File: src/rtl/uart_tx_engine.sv
// UART transmit engine: frames a DATA_WIDTH-bit word as start bit, data
// LSB first, optional parity bit, then one or two stop bits. Bit timing is
// paced by the external one-cycle BAUD_TICK strobe.
//
// Ports:
//   CLK        system clock, rising edge
//   RST        synchronous active-high reset
//   P_DATA     parallel word, valid while DATA_VALID=1
//   DATA_VALID word available, held until DATA_ACK
//   PAR_EN     1 = append parity bit
//   PAR_TYP    0 = even parity, 1 = odd parity
//   STOP2      0 = one stop bit, 1 = two stop bits
//   BAUD_TICK  one-cycle bit-period strobe
//   TX_OUT     registered serial line, idles high
//   Busy       registered, high while a frame is in progress
//   DATA_ACK   one-cycle pulse, word accepted
module uart_tx_engine #(
  parameter int unsigned DATA_WIDTH = 8
) (
  input  logic                  CLK,
  input  logic                  RST,
  input  logic [DATA_WIDTH-1:0] P_DATA,
  input  logic                  DATA_VALID,
  input  logic                  PAR_EN,
  input  logic                  PAR_TYP,
  input  logic                  STOP2,
  input  logic                  BAUD_TICK,
  output logic                  TX_OUT,
  output logic                  Busy,
  output logic                  DATA_ACK
);

  localparam int unsigned CNT_W = (DATA_WIDTH > 1) ? $clog2(DATA_WIDTH) : 1;
  localparam logic [CNT_W-1:0] LAST_BIT = CNT_W'(DATA_WIDTH - 1);

  typedef enum logic [2:0] {
    IDLE,
    START,
    DATA,
    PARITY,
    STOP
  } state_t;

  state_t                state_q,    state_d;
  logic                  tx_q,       tx_d;
  logic                  busy_q,     busy_d;
  logic                  ack_q,      ack_d;
  logic [CNT_W-1:0]      bit_cnt_q,  bit_cnt_d;
  logic                  stop_cnt_q, stop_cnt_d;
  logic [DATA_WIDTH-1:0] shift_q,    shift_d;
  logic                  par_en_q,   par_en_d;
  logic                  par_bit_q,  par_bit_d;
  logic                  stop2_q,    stop2_d;
  logic                  load;

  always_ff @(posedge CLK) begin
    if (RST) begin
      state_q    <= IDLE;
      tx_q       <= 1'b1;
      busy_q     <= 1'b0;
      ack_q      <= 1'b0;
      bit_cnt_q  <= '0;
      stop_cnt_q <= 1'b0;
      shift_q    <= '0;
      par_en_q   <= 1'b0;
      par_bit_q  <= 1'b0;
      stop2_q    <= 1'b0;
    end else begin
      state_q    <= state_d;
      tx_q       <= tx_d;
      busy_q     <= busy_d;
      ack_q      <= ack_d;
      bit_cnt_q  <= bit_cnt_d;
      stop_cnt_q <= stop_cnt_d;
      shift_q    <= shift_d;
      par_en_q   <= par_en_d;
      par_bit_q  <= par_bit_d;
      stop2_q    <= stop2_d;
    end
  end

  always_comb begin
    state_d    = state_q;
    tx_d       = tx_q;
    busy_d     = busy_q;
    ack_d      = 1'b0;
    bit_cnt_d  = bit_cnt_q;
    stop_cnt_d = stop_cnt_q;
    shift_d    = shift_q;
    par_en_d   = par_en_q;
    par_bit_d  = par_bit_q;
    stop2_d    = stop2_q;
    load       = 1'b0;

    if (BAUD_TICK) begin
      case (state_q)
        IDLE: begin
          load = DATA_VALID;
        end
        START: begin
          state_d   = DATA;
          tx_d      = shift_q[0];
          shift_d   = shift_q >> 1;
          bit_cnt_d = '0;
        end
        DATA: begin
          if (bit_cnt_q == LAST_BIT) begin
            if (par_en_q) begin
              state_d = PARITY;
              tx_d    = par_bit_q;
            end else begin
              state_d    = STOP;
              tx_d       = 1'b1;
              stop_cnt_d = 1'b0;
            end
          end else begin
            // The shifter already holds the next bit at position 0.
            bit_cnt_d = bit_cnt_q + CNT_W'(1);
            tx_d      = shift_q[0];
            shift_d   = shift_q >> 1;
          end
        end
        PARITY: begin
          state_d    = STOP;
          tx_d       = 1'b1;
          stop_cnt_d = 1'b0;
        end
        STOP: begin
          if (stop2_q && !stop_cnt_q) begin
            stop_cnt_d = 1'b1;
          end else if (DATA_VALID) begin
            load = 1'b1;
          end else begin
            state_d = IDLE;
            tx_d    = 1'b1;
            busy_d  = 1'b0;
          end
        end
        default: begin
          state_d = IDLE;
          tx_d    = 1'b1;
          busy_d  = 1'b0;
        end
      endcase
    end

    // Shared accept path for IDLE and back-to-back frames out of STOP.
    if (load) begin
      state_d    = START;
      tx_d       = 1'b0;
      busy_d     = 1'b1;
      ack_d      = 1'b1;
      bit_cnt_d  = '0;
      stop_cnt_d = 1'b0;
      shift_d    = P_DATA;
      par_en_d   = PAR_EN;
      par_bit_d  = (^P_DATA) ^ PAR_TYP;
      stop2_d    = STOP2;
    end
  end

  assign TX_OUT   = tx_q;
  assign Busy     = busy_q;
  assign DATA_ACK = ack_q;

endmodule

File: config.mk
export PLATFORM = sky130hd
export DESIGN_NAME = uart_tx_engine
export DESIGN_NICKNAME = d
export VERILOG_FILES = /design/src/rtl/uart_tx_engine.sv
export SDC_FILE = /design/constraint.sdc
export NUM_CORES = 1
export LEC_CHECK = 0
export BUFFER_PORTS_ARGS = -buffer_cell sky130_fd_sc_hd__buf_2
export CORE_MARGIN = 1
export CORE_UTILIZATION = 58
export CTS_CLUSTER_SIZE = 10
export DETAILED_ROUTE_END_ITERATION = 8
export PLACE_DENSITY = 0.93
export SETUP_SLACK_MARGIN = 0.02
export SLEW_MARGIN = 25
export SYNTH_ARGS = -nofsm -noshare
export SYNTH_HDL_FRONTEND = slang
export SYNTH_SLANG_ARGS = --single-unit
File: constraint.sdc
create_clock -name CLK -period 4.6 [get_ports CLK]
set_clock_uncertainty 0.05 [all_clocks]
set_input_delay 1.15 -clock CLK [delete_from_list [all_inputs] [get_ports CLK]]
set_output_delay 1.15 -clock CLK [all_outputs]
set_load 0.02 [all_outputs]
# Yosys cells after proc, flatten, opt, wreduce, memory -nomap -nowiden
# Cells that the tools add are included.
# classes
addsub	1
n_eq_ne	17
n_mux	34
n_bitwise	2
n_reduce_logical	17
# ops
op	n
2-to-1 mux 8 bit	3
2-to-1 mux 1 bit	19
case mux 8 bit (2 select lines)	1
2-to-1 mux 3 bit	5
case mux 3 bit (5 select lines)	1
AND reduction 5 bit	3
inequality test 2 bit, second input constant	7
inequality test 3 bit, second input constant	4
AND reduction 4 bit	2
XOR reduction 8 bit	1
equality test 3 x 2 -> 1 bit, second input constant	2
equality test 3 bit, second input constant	2
case mux 3 bit (2 select lines)	1
AND reduction 3 bit	2
nonzero test 3 bit	2
case mux 1 bit (2 select lines)	2
case mux 1 bit (4 select lines)	1
nonzero test 2 bit	2
OR reduction 4 bit	1
adder 3 x 1 -> 3 bit, second input constant	1
equality test 3 x 1 -> 1 bit, second input constant	1
zero test 3 bit	1
case mux 1 bit (3 select lines)	1
inequality test 2 x 1 -> 1 bit, second input constant	1
other kinds (5)	5
# word_totals
ff_bits	21
input_bits	15

# Depth between registers and ports, before layout
# depth
depth_word	7
ltp_mapped	7

# Worst setup path after synthesis
# No wires, ideal clock.
# synth_timing
path_type	in2reg
from	input port BAUD_TICK
to	register par_bit_q
arrival_ps	2117
required_ps	4424
setup_slack_ps	2307
stages	6
path_buffers	2
cell_sequence	buf_2 > nand4bb_1 > or2_2 > clkbuf_1 > nand3_1 > o211ai_1
# synth_between
elab_chain_cells	1
# synth_lines
element	line	rtl
from (decl)	27	input logic BAUD_TICK,
2-to-1 mux 1 bit	95	if (BAUD_TICK) begin
to (signal assigned)	77	par_bit_q <= par_bit_d;
to (decl)	52	logic par_bit_q, par_bit_d;
# No other way between the ends.
# A chain may end at the register's enable or synchronous reset.

# Worst setup path in the final report
# layout_timing
from	register bit_cnt_q[0]
to	register shift_q[5]
# layout_between
elab_chain_cells	3
# layout_lines
element	line	rtl
from (decl)	48	logic [CNT_W-1:0] bit_cnt_q, bit_cnt_d;
from (signal assigned)	73	bit_cnt_q <= bit_cnt_d;
equality test 3 bit	107	if (bit_cnt_q == LAST_BIT) begin
inequality test 3 bit (no line)	n/a	
AND reduction 3 bit (no line)	n/a	
to (signal assigned)	75	shift_q <= shift_d;
to (decl)	50	logic [DATA_WIDTH-1:0] shift_q, shift_d;
# No other way between the ends.

==> summary.md <==
| Metric | Value |
|---|---|
| Root Buffer | `clkbuf_4` |
| Critical R2R Launch | `bit_cnt_q[0]` |
| Critical Path End Type | `register` |
| Hold buffers post-CTS | `0` |
| DP Wirelength | `1680 microns` |
| Final hold vios | `0` |
| Internal Power | `0.250 mW` |
| R2r endpoint | `shift_q[5]` |
| Register area share after synthesis | `38.9%` |
| Post-synth top area cell | `dfxtp_1` |
| Overall Global Routing Usage | `25.6%` |
| GPL Wtd Cong | `0.871` |
| WHS Path Cells | `2` |
| Final WL | `2330 microns` |
| Max Root-Sink Buffers | `2` |
| Chip height | `45.2 microns` |
| Synth Register Bits | `21` |
| # IOs | `18` |
| Starting Density | `61.9%` |
| Clock transition at the registers of the reported paths | `0.12 ns` |
| Crit path max fanout | `9` |
| IO buf count | `17` |
| Post-Synthesis Cells | `132` |
| Post-CTS Setup Bufs | `0` |
| Min-Delay Path Class | `register to register` |
| Vias | `1003` |
| Worst hold slack | `0.429 ns` |
| Clk_lat worst skew | `0.30 ns` |
| Place WS | `2.16 ns` |
| Detailed-router iteration count before antenna repair | `4` |
| Net count after synthesis | `149` |
| CP Launch Type | `register` |
| HP Start | `bit_cnt_q[1]` |
| Initial antenna violation count | `0` |
| Max Cap Viol | `0` |
| Final design utilization | `68.0%` |
| Setup slack, reg-to-reg | `2.44 ns` |
| Crit path arrival time | `2.32 ns` |
| Synth Flop Type | `dfxtp_1` |
| Pins Over Slew Limit | `0` |
| Largest register by flop count | `shift_q` |
| Final setup viols | `0` |
| Worst-margin pin slew | `0.467 ns` |
| Post-Place Cells | `166` |
| ANT nets after route | `0` |
| Fin crit period | `2.16 ns` |
| Clock power frac | `26.3%` |
| Vias in the first global route | `858` |
| Worst path required time | `4.77 ns` |
| EDFF count, synth | `0` |
| Hold Path End | `bit_cnt_q[1]` |
| Tot Pwr | `0.346 mW` |
| Post-synth ARST share | `0%` |
| Rows | `15` |
| Grt met1 use | `33.3%` |
| Routed len/inst | `13.7 microns` |
| GR Util met3 | `7.20%` |
| Nets | `163` |
| Fin crit share | `46.9%` |
| Setup TNS | `0 ns` |
| Pleak | `0.495 nW` |
| H-tree levels | `1` |
| Die Area | `2040 sq um` |
| Reg power frac | `57.5%` |
| Busiest grt layer | `met2` |
| DRC | `0` |
| Largest regs | `shift_q: 8 flops, bit_cnt_q: 3 flops, state_q: 3 flops` |
| Mapped Area | `1080 sq um` |
| Worst r2r path cells | `6` |
| Share of cells above drive strength 1 | `17.2%` |
| Grt ovf | `0` |
| Synth Area per Inst | `8.19 sq um` |
| Rel. slew slack | `68.9%` |
| Combinational fraction of design power | `16.1%` |
| Largest register FFs | `8` |
| Post-CTS sizing | `0` |
| Die Wd | `45.2 microns` |
| CTS Buf Count | `3` |
| First-iteration detailed-routing DRC count | `48` |
| Maximum vdd drop | `0.164 mV` |
| RSZ-0062 raised after global routing | `no` |
| Met2 Use GR | `41.4%` |
| Final WS setup | `2.44 ns` |
| Largest net degree at the start of global routing | `22` |
| First-pass GRT wire length | `3750 microns` |
| Warnings from Yosys | `0` |
| Sw power | `0.0966 mW` |
| Power per cell area | `292 nW/um^2` |
| Placed cell areas | `1160 sq um` |
| Crit Path Class | `register to register` |
| Core area | `1750 sq um` |
| Largest cells by area after synthesis | `dfxtp_1 (39%), nand2_1 (8.7%), a311oi_1 (5.7%)` |
| Design Area, Final | `1190 sq um` |
| Unique masters post-synth | `37` |
| Sink Count | `21` |
| Run status | `finished clean` |
| Final std cells w/o fill | `170` |
| Area grow syn2layout | `9.84%` |
| Via density | `5.90` |
| Antenna Cells | `0` |
| CTS tree | `built` |
| Switching Share | `27.9%` |
| F_max | `0.464 GHz` |
| Top cell type's share of synthesized area | `38.9%` |
## worst max-delay path, cell delays in order (launching register included)
cell,delay (ns)
dfxtp_1,0.34
ha_1,0.20
ha_1,0.24
or3b_1,0.41
a21oi_2,0.41
nand2_1,0.11
a311oi_1,0.30
## worst max-delay path by stage
stage                             from            to  slack (ns)  depth (start not counted)
after floorplan              BAUD_TICK     par_bit_q        2.31                          6
after global placement       BAUD_TICK    state_q[2]        2.20                          5
after detailed placement     BAUD_TICK    state_q[1]        2.16                          5
after CTS                 bit_cnt_q[0]  bit_cnt_q[0]        2.45                          6
after global routing      bit_cnt_q[0]    shift_q[1]        2.33                          6
final                     bit_cnt_q[0]    shift_q[5]        2.44                          6
## cell usage in the layout, fill, tap and decap left out, types with 2 or more instances in the layout
cell type  netlist  routed
nand2_1         25      25
nand3_1          5       5
ha_1             2       2
o21ai_0          4       4
o21bai_1         2       2
a311oi_1         7       7
nor2_1          16      16
xnor3_1          2       2
a21oi_1          8       8
nand2b_1         3       3
clkbuf_4         0       3
dfxtp_1         21      21
a31oi_1          2       2
a21o_1           2       2
or2_2            2       2
nor2b_1          2       2
and3b_1          2       2
xnor2_1          2       2
buf_2            3      17
## power by group through the flow
stage,clock network (mW),logic (mW),registers (mW)
finish,0.0912,0.0559,0.199
detailed placement,0,0.0555,0.203
CTS,0.0917,0.0560,0.199
global route,0.103,0.0617,0.201
floorplan,0,0.0400,0.202
global placement,0,0.0538,0.202
## final cells by class
cell class,instances,area [sq um]
multi-input cells,102,619
fillers,150,558
flip-flops and latches,21,420
repair buffers,17,85.1
well taps,25,31.3
clock buffers,3,22.5
clock inverters,1,5.00
inverters,1,3.75
## cells by family (layout without fill, tap and decap cells)
kind of cell / after synthesis / count (layout) / synth area share, %
simple gates: 65 / 65 / 29.3
xor+xnor: 5 / 5 / 6.60
fa+ha+maj: 2 / 2 / 2.31
buf+inv: 9 / 22 / 3.82
compound gates: 30 / 30 / 19.1
flops: 21 / 21 / 38.9
## routing by layer
| metal | vias up | wire length [microns] | part of all wire, % |
|---|---|---|---|
| met3 | 2 | 160 | 6.9 |
| met4 | 0 | 28 | 1.2 |
| li1 | 491 | - | - |
| met1 | 468 | 1010 | 43 |
| met2 | 42 | 1130 | 48 |
| met5 | - | 0 | 0 |
## synth_stat cells (3+ instances only)
master / n
a311oi_1: 7
dfxtp_1: 21
a21oi_1: 8
clkbuf_1: 4
nor2_1: 16
o21ai_0: 4
nand2_1: 25
nand3_1: 5
buf_2: 3
nand2b_1: 3
Note: power is estimated with default switching activity, not from simulation.
